`src/rtl/iic_pkg.sv`:
```
// Shared definitions for the EEPROM I2C scheduler: engine call codes,
// scheduler state encoding and the call-code helper.
package iic_pkg;

    localparam logic [1:0] CALL_IDLE = 2'b00;
    localparam logic [1:0] CALL_RD   = 2'b01;
    localparam logic [1:0] CALL_WR   = 2'b10;

    typedef enum logic [1:0] {
        ST_IDLE  = 2'd0,
        ST_WAIT  = 2'd1,
        ST_ABORT = 2'd2,
        ST_GAP   = 2'd3
    } sched_state_t;

    // Only ever returns one of the two one-hot codes, so 2'b11 cannot reach the engine.
    function automatic logic [1:0] call_code(input logic we);
        return we ? CALL_WR : CALL_RD;
    endfunction

endpackage

```
`src/rtl/iic_eeprom_sched_if.sv`:
```
// Requester and engine-side signal bundle of the scheduler.
// The slave modport is the scheduler; the master modport is the surrounding system.
interface iic_eeprom_sched_if;

    logic       req0;
    logic       req1;
    logic       we0;
    logic       we1;
    logic [7:0] addr0;
    logic [7:0] addr1;
    logic [7:0] wdata0;
    logic [7:0] wdata1;
    logic       done0;
    logic       done1;
    logic       err0;
    logic       err1;
    logic [7:0] rdata;

    logic [1:0] iic_call;
    logic [7:0] iic_addr;
    logic [7:0] iic_wdata;
    logic [7:0] iic_rdata;
    logic       iic_done;
    logic       iic_rst_n;
    logic       busy;

    modport slave (
        input  req0, req1, we0, we1, addr0, addr1, wdata0, wdata1,
        input  iic_rdata, iic_done,
        output done0, done1, err0, err1, rdata,
        output iic_call, iic_addr, iic_wdata, iic_rst_n, busy
    );

    modport master (
        output req0, req1, we0, we1, addr0, addr1, wdata0, wdata1,
        output iic_rdata, iic_done,
        input  done0, done1, err0, err1, rdata,
        input  iic_call, iic_addr, iic_wdata, iic_rst_n, busy
    );

endinterface

```
`src/rtl/iic_rr_arb2.sv`:
```
// Two-way round-robin picker: the requester named by i_ptr wins a tie,
// a lone requester always wins. Output is one-hot or zero.
module iic_rr_arb2 (
    input  logic [1:0] i_req,
    input  logic       i_ptr,
    output logic [1:0] o_gnt
);

    generate
        for (genvar gi = 0; gi < 2; gi++) begin : g_gnt
            assign o_gnt[gi] = i_req[gi] & ((i_ptr == 1'(gi)) | ~i_req[1 - gi]);
        end
    endgenerate

endmodule

```
`src/rtl/iic_eeprom_sched.sv`:
```
// Round-robin scheduler for two requesters in front of the single-byte EEPROM
// I2C engine, with post-write tWR gap and timeout abort of a hung transfer.
module iic_eeprom_sched
    import iic_pkg::*;
#(
    parameter logic [31:0] TIMEOUT_CYC = 32'd250000,
    parameter logic [31:0] WR_GAP_CYC  = 32'd250000,
    parameter logic [7:0]  ABORT_CYC   = 8'd4
) (
    input  logic              clk,
    input  logic              rst_n,
    iic_eeprom_sched_if.slave bus
);

    sched_state_t r_state;
    logic [31:0]  r_cnt;
    logic         r_ptr;
    logic         r_sel;
    logic         r_we;
    logic         r_launch;
    logic [1:0]   r_iic_call;
    logic [7:0]   r_iic_addr;
    logic [7:0]   r_iic_wdata;
    logic         r_iic_rst_n;
    logic [1:0]   r_done;
    logic [1:0]   r_err;
    logic [7:0]   r_rdata;
    logic         r_busy;

    logic [1:0]   w_gnt;
    logic [31:0]  w_tmo_last;
    logic [31:0]  w_gap_last;
    logic [31:0]  w_abort_last;

    assign w_tmo_last   = TIMEOUT_CYC - 32'd1;
    assign w_gap_last   = WR_GAP_CYC - 32'd1;
    assign w_abort_last = {24'd0, ABORT_CYC} - 32'd1;

    iic_rr_arb2 u_arb (
        .i_req ({bus.req1, bus.req0}),
        .i_ptr (r_ptr),
        .o_gnt (w_gnt)
    );

    always_ff @(posedge clk or negedge rst_n) begin
        if (!rst_n) begin
            r_state     <= ST_IDLE;
            r_cnt       <= '0;
            r_ptr       <= 1'b0;
            r_sel       <= 1'b0;
            r_we        <= 1'b0;
            r_launch    <= 1'b0;
            r_iic_call  <= CALL_IDLE;
            r_iic_addr  <= '0;
            r_iic_wdata <= '0;
            r_iic_rst_n <= 1'b1;
            r_done      <= '0;
            r_err       <= '0;
            r_rdata     <= '0;
            r_busy      <= 1'b0;
        end else begin
            r_done <= '0;
            r_err  <= '0;
            case (r_state)
                ST_IDLE: begin
                    if (|w_gnt) begin
                        r_sel       <= w_gnt[1];
                        r_ptr       <= ~w_gnt[1];
                        r_we        <= w_gnt[1] ? bus.we1 : bus.we0;
                        r_iic_addr  <= w_gnt[1] ? bus.addr1 : bus.addr0;
                        r_iic_wdata <= w_gnt[1] ? bus.wdata1 : bus.wdata0;
                        r_launch    <= 1'b1;
                        r_cnt       <= '0;
                        r_busy      <= 1'b1;
                        r_state     <= ST_WAIT;
                    end
                end
                ST_WAIT: begin
                    // Address/data get one cycle of setup before the call goes out;
                    // the timeout window starts at the call edge.
                    if (r_launch) begin
                        r_launch   <= 1'b0;
                        r_iic_call <= call_code(r_we);
                    end else if (bus.iic_done) begin
                        r_iic_call    <= CALL_IDLE;
                        r_done[r_sel] <= 1'b1;
                        r_cnt         <= '0;
                        if (r_we) begin
                            r_state <= ST_GAP;
                        end else begin
                            r_rdata <= bus.iic_rdata;
                            r_busy  <= 1'b0;
                            r_state <= ST_IDLE;
                        end
                    end else if (r_cnt == w_tmo_last) begin
                        r_iic_call  <= CALL_IDLE;
                        r_iic_rst_n <= 1'b0;
                        r_cnt       <= '0;
                        r_state     <= ST_ABORT;
                    end else begin
                        r_cnt <= r_cnt + 32'd1;
                    end
                end
                ST_ABORT: begin
                    if (r_cnt == w_abort_last) begin
                        r_iic_rst_n   <= 1'b1;
                        r_done[r_sel] <= 1'b1;
                        r_err[r_sel]  <= 1'b1;
                        r_cnt         <= '0;
                        r_state       <= ST_GAP;
                    end else begin
                        r_cnt <= r_cnt + 32'd1;
                    end
                end
                ST_GAP: begin
                    if (r_cnt == w_gap_last) begin
                        r_busy  <= 1'b0;
                        r_state <= ST_IDLE;
                    end else begin
                        r_cnt <= r_cnt + 32'd1;
                    end
                end
                default: begin
                    r_busy  <= 1'b0;
                    r_state <= ST_IDLE;
                end
            endcase
        end
    end

    assign bus.iic_call  = r_iic_call;
    assign bus.iic_addr  = r_iic_addr;
    assign bus.iic_wdata = r_iic_wdata;
    assign bus.iic_rst_n = r_iic_rst_n;
    assign bus.done0     = r_done[0];
    assign bus.done1     = r_done[1];
    assign bus.err0      = r_err[0];
    assign bus.err1      = r_err[1];
    assign bus.rdata     = r_rdata;
    assign bus.busy      = r_busy;

endmodule
```
`src/flat_wrapper.sv`:
```
// flat-port wrapper written by rule: the top's interface ports become plain ports
module iic_eeprom_sched_flat import iic_pkg::*;
#(
    parameter logic [31:0] TIMEOUT_CYC = 32'd250000,
    parameter logic [31:0] WR_GAP_CYC  = 32'd250000,
    parameter logic [7:0]  ABORT_CYC   = 8'd4
)
  (clk, rst_n, bus_req0, bus_req1, bus_we0, bus_we1, bus_addr0, bus_addr1, bus_wdata0, bus_wdata1, bus_iic_rdata, bus_iic_done, bus_done0, bus_done1, bus_err0, bus_err1, bus_rdata, bus_iic_call, bus_iic_addr, bus_iic_wdata, bus_iic_rst_n, bus_busy);
  iic_eeprom_sched_if bus_i ();
  input  logic clk;
  input  logic rst_n;
  input wire logic [$bits(bus_i.req0)-1:0] bus_req0;
  input wire logic [$bits(bus_i.req1)-1:0] bus_req1;
  input wire logic [$bits(bus_i.we0)-1:0] bus_we0;
  input wire logic [$bits(bus_i.we1)-1:0] bus_we1;
  input wire logic [$bits(bus_i.addr0)-1:0] bus_addr0;
  input wire logic [$bits(bus_i.addr1)-1:0] bus_addr1;
  input wire logic [$bits(bus_i.wdata0)-1:0] bus_wdata0;
  input wire logic [$bits(bus_i.wdata1)-1:0] bus_wdata1;
  input wire logic [$bits(bus_i.iic_rdata)-1:0] bus_iic_rdata;
  input wire logic [$bits(bus_i.iic_done)-1:0] bus_iic_done;
  output wire logic [$bits(bus_i.done0)-1:0] bus_done0;
  output wire logic [$bits(bus_i.done1)-1:0] bus_done1;
  output wire logic [$bits(bus_i.err0)-1:0] bus_err0;
  output wire logic [$bits(bus_i.err1)-1:0] bus_err1;
  output wire logic [$bits(bus_i.rdata)-1:0] bus_rdata;
  output wire logic [$bits(bus_i.iic_call)-1:0] bus_iic_call;
  output wire logic [$bits(bus_i.iic_addr)-1:0] bus_iic_addr;
  output wire logic [$bits(bus_i.iic_wdata)-1:0] bus_iic_wdata;
  output wire logic [$bits(bus_i.iic_rst_n)-1:0] bus_iic_rst_n;
  output wire logic [$bits(bus_i.busy)-1:0] bus_busy;
  assign bus_i.req0 = bus_req0;
  assign bus_i.req1 = bus_req1;
  assign bus_i.we0 = bus_we0;
  assign bus_i.we1 = bus_we1;
  assign bus_i.addr0 = bus_addr0;
  assign bus_i.addr1 = bus_addr1;
  assign bus_i.wdata0 = bus_wdata0;
  assign bus_i.wdata1 = bus_wdata1;
  assign bus_i.iic_rdata = bus_iic_rdata;
  assign bus_i.iic_done = bus_iic_done;
  assign bus_done0 = bus_i.done0;
  assign bus_done1 = bus_i.done1;
  assign bus_err0 = bus_i.err0;
  assign bus_err1 = bus_i.err1;
  assign bus_rdata = bus_i.rdata;
  assign bus_iic_call = bus_i.iic_call;
  assign bus_iic_addr = bus_i.iic_addr;
  assign bus_iic_wdata = bus_i.iic_wdata;
  assign bus_iic_rst_n = bus_i.iic_rst_n;
  assign bus_busy = bus_i.busy;
  iic_eeprom_sched #(.TIMEOUT_CYC(TIMEOUT_CYC), .WR_GAP_CYC(WR_GAP_CYC), .ABORT_CYC(ABORT_CYC)) u_core (.clk(clk), .rst_n(rst_n), .bus(bus_i));
endmodule
```
`config.mk`:
```
export PLATFORM = sky130hd
export DESIGN_NAME = iic_eeprom_sched_flat
export DESIGN_NICKNAME = d
export VERILOG_FILES = /design/src/rtl/iic_pkg.sv /design/src/rtl/iic_eeprom_sched_if.sv /design/src/rtl/iic_rr_arb2.sv /design/src/rtl/iic_eeprom_sched.sv /design/src/flat_wrapper.sv
export SDC_FILE = /design/constraint.sdc
export NUM_CORES = 1
export LEC_CHECK = 0
export CAP_MARGIN = 30
export CORE_MARGIN = 3
export CORE_UTILIZATION = 51
export CTS_CLUSTER_SIZE = 25
export DETAILED_ROUTE_END_ITERATION = 10
export HOLD_SLACK_MARGIN = 0.05
export PLACE_DENSITY = 0.8
export RECOVER_POWER = 50
export SLEW_MARGIN = 0
export SYNTH_ARGS = -nofsm -noshare
export SYNTH_HDL_FRONTEND = slang
export SYNTH_SLANG_ARGS = --single-unit
```
`constraint.sdc`:
```
create_clock -name clk -period 2.3 [get_ports clk]
set_input_delay 0.46 -clock clk [delete_from_list [all_inputs] [get_ports clk]]
set_output_delay 0.46 -clock clk [all_outputs]
set_load 0.005 [all_outputs]
```
Yosys cells after proc, flatten, opt, wreduce, memory -nomap -nowiden --
Index checks and enable logic that the tools add are counted.
Cells by class: $add $sub $neg 1, $lt $le $gt $ge 2, equality and inequality tests 15, multiplexer cells 39, bitwise gates (word level) 10, reductions and logical operators 15
Operators with widths (count):
- 32-bit 2-to-1 mux | 6
- 32-bit case mux with 4 select lines | 1
- 32-bit by 1-bit adder with 32-bit output (second input constant) | 1
- 32-bit by 18-bit == test with 1-bit output (second input constant) | 1
- 32-bit by 2-bit == test with 1-bit output (second input constant) | 1
- 2-bit 2-to-1 mux | 14
- 8-bit 2-to-1 mux | 2
- 1-bit 2-to-1 mux | 10
- 2-bit inequality test (second input constant) | 5
- 5-bit AND reduction | 2
- 2-bit by 1-bit inequality test with 1-bit output (second input constant) | 4
- 2-bit case mux with 4 select lines | 1
- 1-bit inverter | 6
- 2-bit AND reduction | 3
- 6-bit AND reduction | 1
- 3-bit nonzero test | 2
- 2-bit == test (second input constant) | 2
- 1-bit case mux with 2 select lines | 2
- 2-bit case mux with 2 select lines | 1
- 4-bit AND reduction | 1
- 2-bit nonzero test | 2
- 3-bit by 2-bit inequality test with 1-bit output (second input constant) | 1
- 1-bit case mux with 3 select lines | 1
- 3-bit AND reduction | 1
- 9 further kinds | 11
Storage, ports and cells: register bits after elaboration 70, logic and storage cells 96

Logic depth before layout (Yosys ltp) --
Gate-level depths: netlist of the first run.
depth after elaboration 7, gate-level depth with buffers 9, mapped depth without buffers 7

Cells and area by module --
Synthesis of the first run repeated with hierarchy kept, for this count alone.
Second synthesis, totals: cell total of the unflattened synthesis 397, area, all modules 3703.6 um^2
Modules (own cells, without submodules):
- iic_eeprom_sched | instances 1, cells each 394, area an instance 3684.8 um^2, seq. area each 1752.9 um^2
- iic_rr_arb2 | instances 1, cells each 3, area an instance 18.8 um^2, seq. area each 0.0 um^2

Worst setup path before layout of the first run --
OpenSTA, ideal clock, no wires.
path type flip-flop to flip-flop, from register u_core.r_cnt[0], to register u_core.r_cnt[16], setup time 0.121 ns, data arrival time 1.903 ns, slack 0.276 ns, cell stages (with the launch flop) 7, cell sequence dfrtp_1 -> ha_1 -> nand4_2 -> or4_4 -> or2_0 -> a21o_1 -> a22o_1
Between the ends: word-level cells in the longest chain between the ends 5, elaborated cells on any way between the ends 11
RTL lines:
- start, declared | line iic_eeprom_sched.sv:16 | logic [31:0] r_cnt;
- start signal, assigned | line iic_eeprom_sched.sv:101 | r_cnt <= r_cnt + 32'd1;
- start signal, assigned | line iic_eeprom_sched.sv:112 | r_cnt <= r_cnt + 32'd1;
- start signal, assigned | line iic_eeprom_sched.sv:120 | r_cnt <= r_cnt + 32'd1;
- 32-bit by 1-bit adder with 32-bit output / 32-bit by 18-bit == test with 1-bit output (equally long branches)
- 32-bit 2-to-1 mux | line iic_eeprom_sched.sv:95 | end else if (r_cnt == w_tmo_last) begin
- 32-bit 2-to-1 mux | line iic_eeprom_sched.sv:84 | end else if (bus.iic_done) begin
- 32-bit 2-to-1 mux | line iic_eeprom_sched.sv:81 | if (r_launch) begin
- 32-bit case mux with 4 select lines | line iic_eeprom_sched.sv:64 | case (r_state)
Several ways; a longest one is shown, not always the timed one. The select of a mux whose other input is x is not followed. A chain may end at the register's enable or synchronous reset.

Worst setup path after layout of the first run --
from register u_core.r_cnt[1], to register u_core.r_cnt[16]
Same word-level chain as after synthesis.

==> flow_summary.ini, run 1 <==
[grt]
grt_pass1_vias = 3408
globalRouteTotalUtil_pct = 24.0
grt_max_degree = 35
grt-ovfl-total = 0
grt_antenna_before_repair = 0
grt_pass1_wl_mm = 16.3

[critical_path]
setup.worst_path.start = u_core.r_cnt[1]
start_kind = flip-flop
r2r_start = u_core.r_cnt[1]
crit_path_max_fanout = 6
crit_path_end_kind = flip-flop
worstPathRequired_ns = 2.54
path_class = reg2reg
worstPathArrival_ns = 2.45
r2r_cells = 6

[floorplanning]
start_util_pct = 53.8
num_rows = 30
core_region_area_mm2 = 0.00698
die_area_mm2 = 0.00844
dieWidth_um = 91.8
die_y_um = 91.8
boundaryPins = 79

[detailed_routing]
wl_per_cell_um = 16.7
dr_total_vias = 3428
drc = 0
vias_per_cell = 5.90
final_antenna_net_count = 0
routed_wl_mm = 9.68
first_pass_iters = 4
drt_iter0_markers = 214

[finish]
area_growth_pct = 33.3
stdcell_count = 581
num_antenna_cells = 0
final_common_cell = dfrtp_1
regArea_mm2 = 0.00175
design_area_mm2 = 0.00501
multi_input_area_mm2 = 0.00192
drive_gt1_share_pct = 14.6
fillCellCount = 555
mostFrequentLayoutCells = dfrtp_1 (69), clkdlybuf4s50_1 (65), nand2_1 (47), o21ai_0 (31), nor2_1 (24)
postLayoutCoreUtil_pct = 71.8
nNetsFinal = 532

[logic_synthesis]
yosysSeqAreaShare_pct = 46.6
synth_edf_count = 0
async_flop_share_pct = 100
synth_area_per_cell_um2 = 9.81
synth_ff_type = dfrtp_1
syn_inst = 383
ys_ff_latch = 70
synth.net_count = 435
synthDistinctLibCells = 59
ys_warn_count = 0
synthesis.area_mm2 = 0.00376

[clock_tree]
cts.path.max_buffers = 2
insertion_delay_ns = 0.35
cts_root_buf = clkbuf_8
cts_tree = yes
cts_made_buffers = 9
cts.htree.levels = 3
cts.sinks = 70
clk_pin_slew_worst_paths_ns = 0.08

[outcome]
status = finished, final reports clean

[hold_path]
holdCritPathClass = reg2reg
min-delay-start = u_core.bus.iic_addr[2]
holdPathStages = 2

[sta]
finalHoldViolations = 0
finalClockSkew_ns = 0.0155
post-route-min-period_ns = 2.21
tns_ns = 0
setup_viol = 0
tightest_slew_ns = 0.832
fmax_mhz = 453
timing.slew.headroom_pct = 44.5
slew_viol_final = 0
finalCritPeriodShare_pct = 96.0
holdWs_ns = 0.479

[run]
drv_cap = 0

[power_and_ir_drop]
power_density_mw_per_mm2 = 1010
ir_drop_v = 0.000587
leakage_nw = 2.27

[placed_design]
routabilityCongestion = 0.866
dp_cells = 560
dp_hpwl_mm = 6.88
postPlaceCellArea_mm2 = 0.00475
portBuffers = 78
## synthesized netlist by cell type, drive strengths merged, types with 2 or more instances
| master | count | share of area [%] |
|---|---|---|
| o21a | 2 | 0.40 |
| a21o | 9 | 1.8 |
| nor2 | 24 | 2.4 |
| nand2b | 4 | 0.67 |
| nor2b | 2 | 0.33 |
| nand3 | 12 | 1.9 |
| mux2i | 18 | 4.8 |
| clkbuf | 10 | 1.1 |
| mux2 | 10 | 3.0 |
| o41ai | 3 | 0.70 |
| nor4 | 10 | 2.6 |
| ha | 5 | 1.7 |
| nand4 | 12 | 2.3 |
| a21oi | 14 | 2.0 |
| and2 | 6 | 1.0 |
| or2 | 3 | 0.50 |
| a41oi | 4 | 0.93 |
| o31ai | 2 | 0.40 |
| nand2 | 47 | 4.7 |
| inv | 10 | 1.0 |
| a31oi | 18 | 3.4 |
| buf | 8 | 1.4 |
| and4 | 4 | 0.93 |
| nor3 | 6 | 1.1 |
| dfrtp | 69 | 46 |
| o21ai | 37 | 5.1 |
| and3 | 5 | 0.83 |
| a31o | 2 | 0.47 |
| a22o | 12 | 2.8 |
## worst max-delay path, stage by stage, from the launching register on
cell and delay [ns]:
dfrtp_1 0.41, ha_2 0.26, nand4_2 0.16, or4_4 0.60, or2_0 0.29, a21o_1 0.19, a22o_1 0.18
## kinds of logic (layout without fill, tap and decap cells)
| group | after synthesis | count (layout) | synth area share, % |
|---|---|---|---|
| AOI/OAI and AO/OA | 109 | 109 | 19.3 |
| xor gates and xnor gates | 1 | 1 | 0.233 |
| adders and majority gates | 5 | 5 | 1.66 |
| buffers and inverters | 28 | 130 | 3.43 |
| DFF | 70 | 70 | 46.6 |
| muxes | 28 | 28 | 7.79 |
| and+or+nand+nor | 142 | 142 | 20.9 |
## through the flow
stage	setup WS (ns)	total power [W]
6_report	0.0920	0.00504
4_1_cts	0.0484	0.00505
5_1_grt	-0.0435	0.00540
3_5_place_dp	0.0515	0.00397
3_3_place_gp	0.135	0.00391
2_1_floorplan	0.276	0.00296
## metal layers
metal | share of wire, % | routed length (um) | vias up | GRT usage [%]
li1 | - | - | 1613 | -
met1 | 42 | 4080 | 1698 | 30.6
met2 | 49 | 4740 | 106 | 38.7
met3 | 7.9 | 760 | 11 | 8.45
met4 | 1.0 | 98 | 0 | 7.05
met5 | 0 | 0 | - | 0
## timing repair
item	4_1_cts	5_1_grt
buffers inserted	0	4
resized for setup	0	7
hold endpoints to repair	12	0
hold buffers	1	0
setup endpoints to repair	0	15
## registers in the layout (all words and copies together), names as in the netlist, named ones only
| register | flops |
|---|---|
| u_core.r_err | 2 |
| u_core.bus.iic_addr | 8 |
| u_core.bus.rdata | 8 |
| u_core.bus.iic_wdata | 8 |
| u_core.r_sel | 1 |
| u_core.bus.busy | 1 |
| u_core.r_ptr | 1 |
| u_core.r_done | 2 |
| u_core.bus.iic_call | 2 |
| u_core.r_cnt | 32 |
| u_core.r_we | 1 |
| u_core.r_launch | 1 |
| u_core.r_state | 1 |
| u_core.bus.iic_rst_n | 1 |
## final cells by class
type                       instances  area share [%]
clock inverter                     3           0.849
multi-input combinational        285            38.3
timing repair buffer             104            19.4
inverter                          10           0.749
clock buffer                      13            3.37
sequential                        70            35.0
tap                               96            2.40
## worst paths after layout
| path | end | slack [ns] |
|---|---|---|
| hold / removal | u_core.bus.iic_addr[2] | 0.48 |
| setup / recovery | u_core.r_cnt[16] | 0.09 |
| hold reg to reg | u_core.bus.iic_addr[2] | 0.48 |
| max in group asynchronous | u_core.r_cnt[12] | 0.30 |
| min in group asynchronous | u_core.r_cnt[2] | 0.72 |
| setup reg to reg | u_core.r_cnt[16] | 0.09 |
## report_power, final
part / internal [W] / switching (W) / leakage (nW) / total, W
combinational: 0.00113 / 0.00112 / 1.25 / 0.00225
clock: 0.000589 / 0.000463 / 0.106 / 0.00105
sequential: 0.00154 / 0.000195 / 0.916 / 0.00174
total: 0.00326 / 0.00178 / 2.27 / 0.00504
No activity file was read; power rests on OpenSTA's default activity.
==> run 2: changes to the inputs <==
SLEW_MARGIN = 5   (was 0)
==> results of run 2 <==
The final DEF is identical to that of run 1; final timing and power are the same.
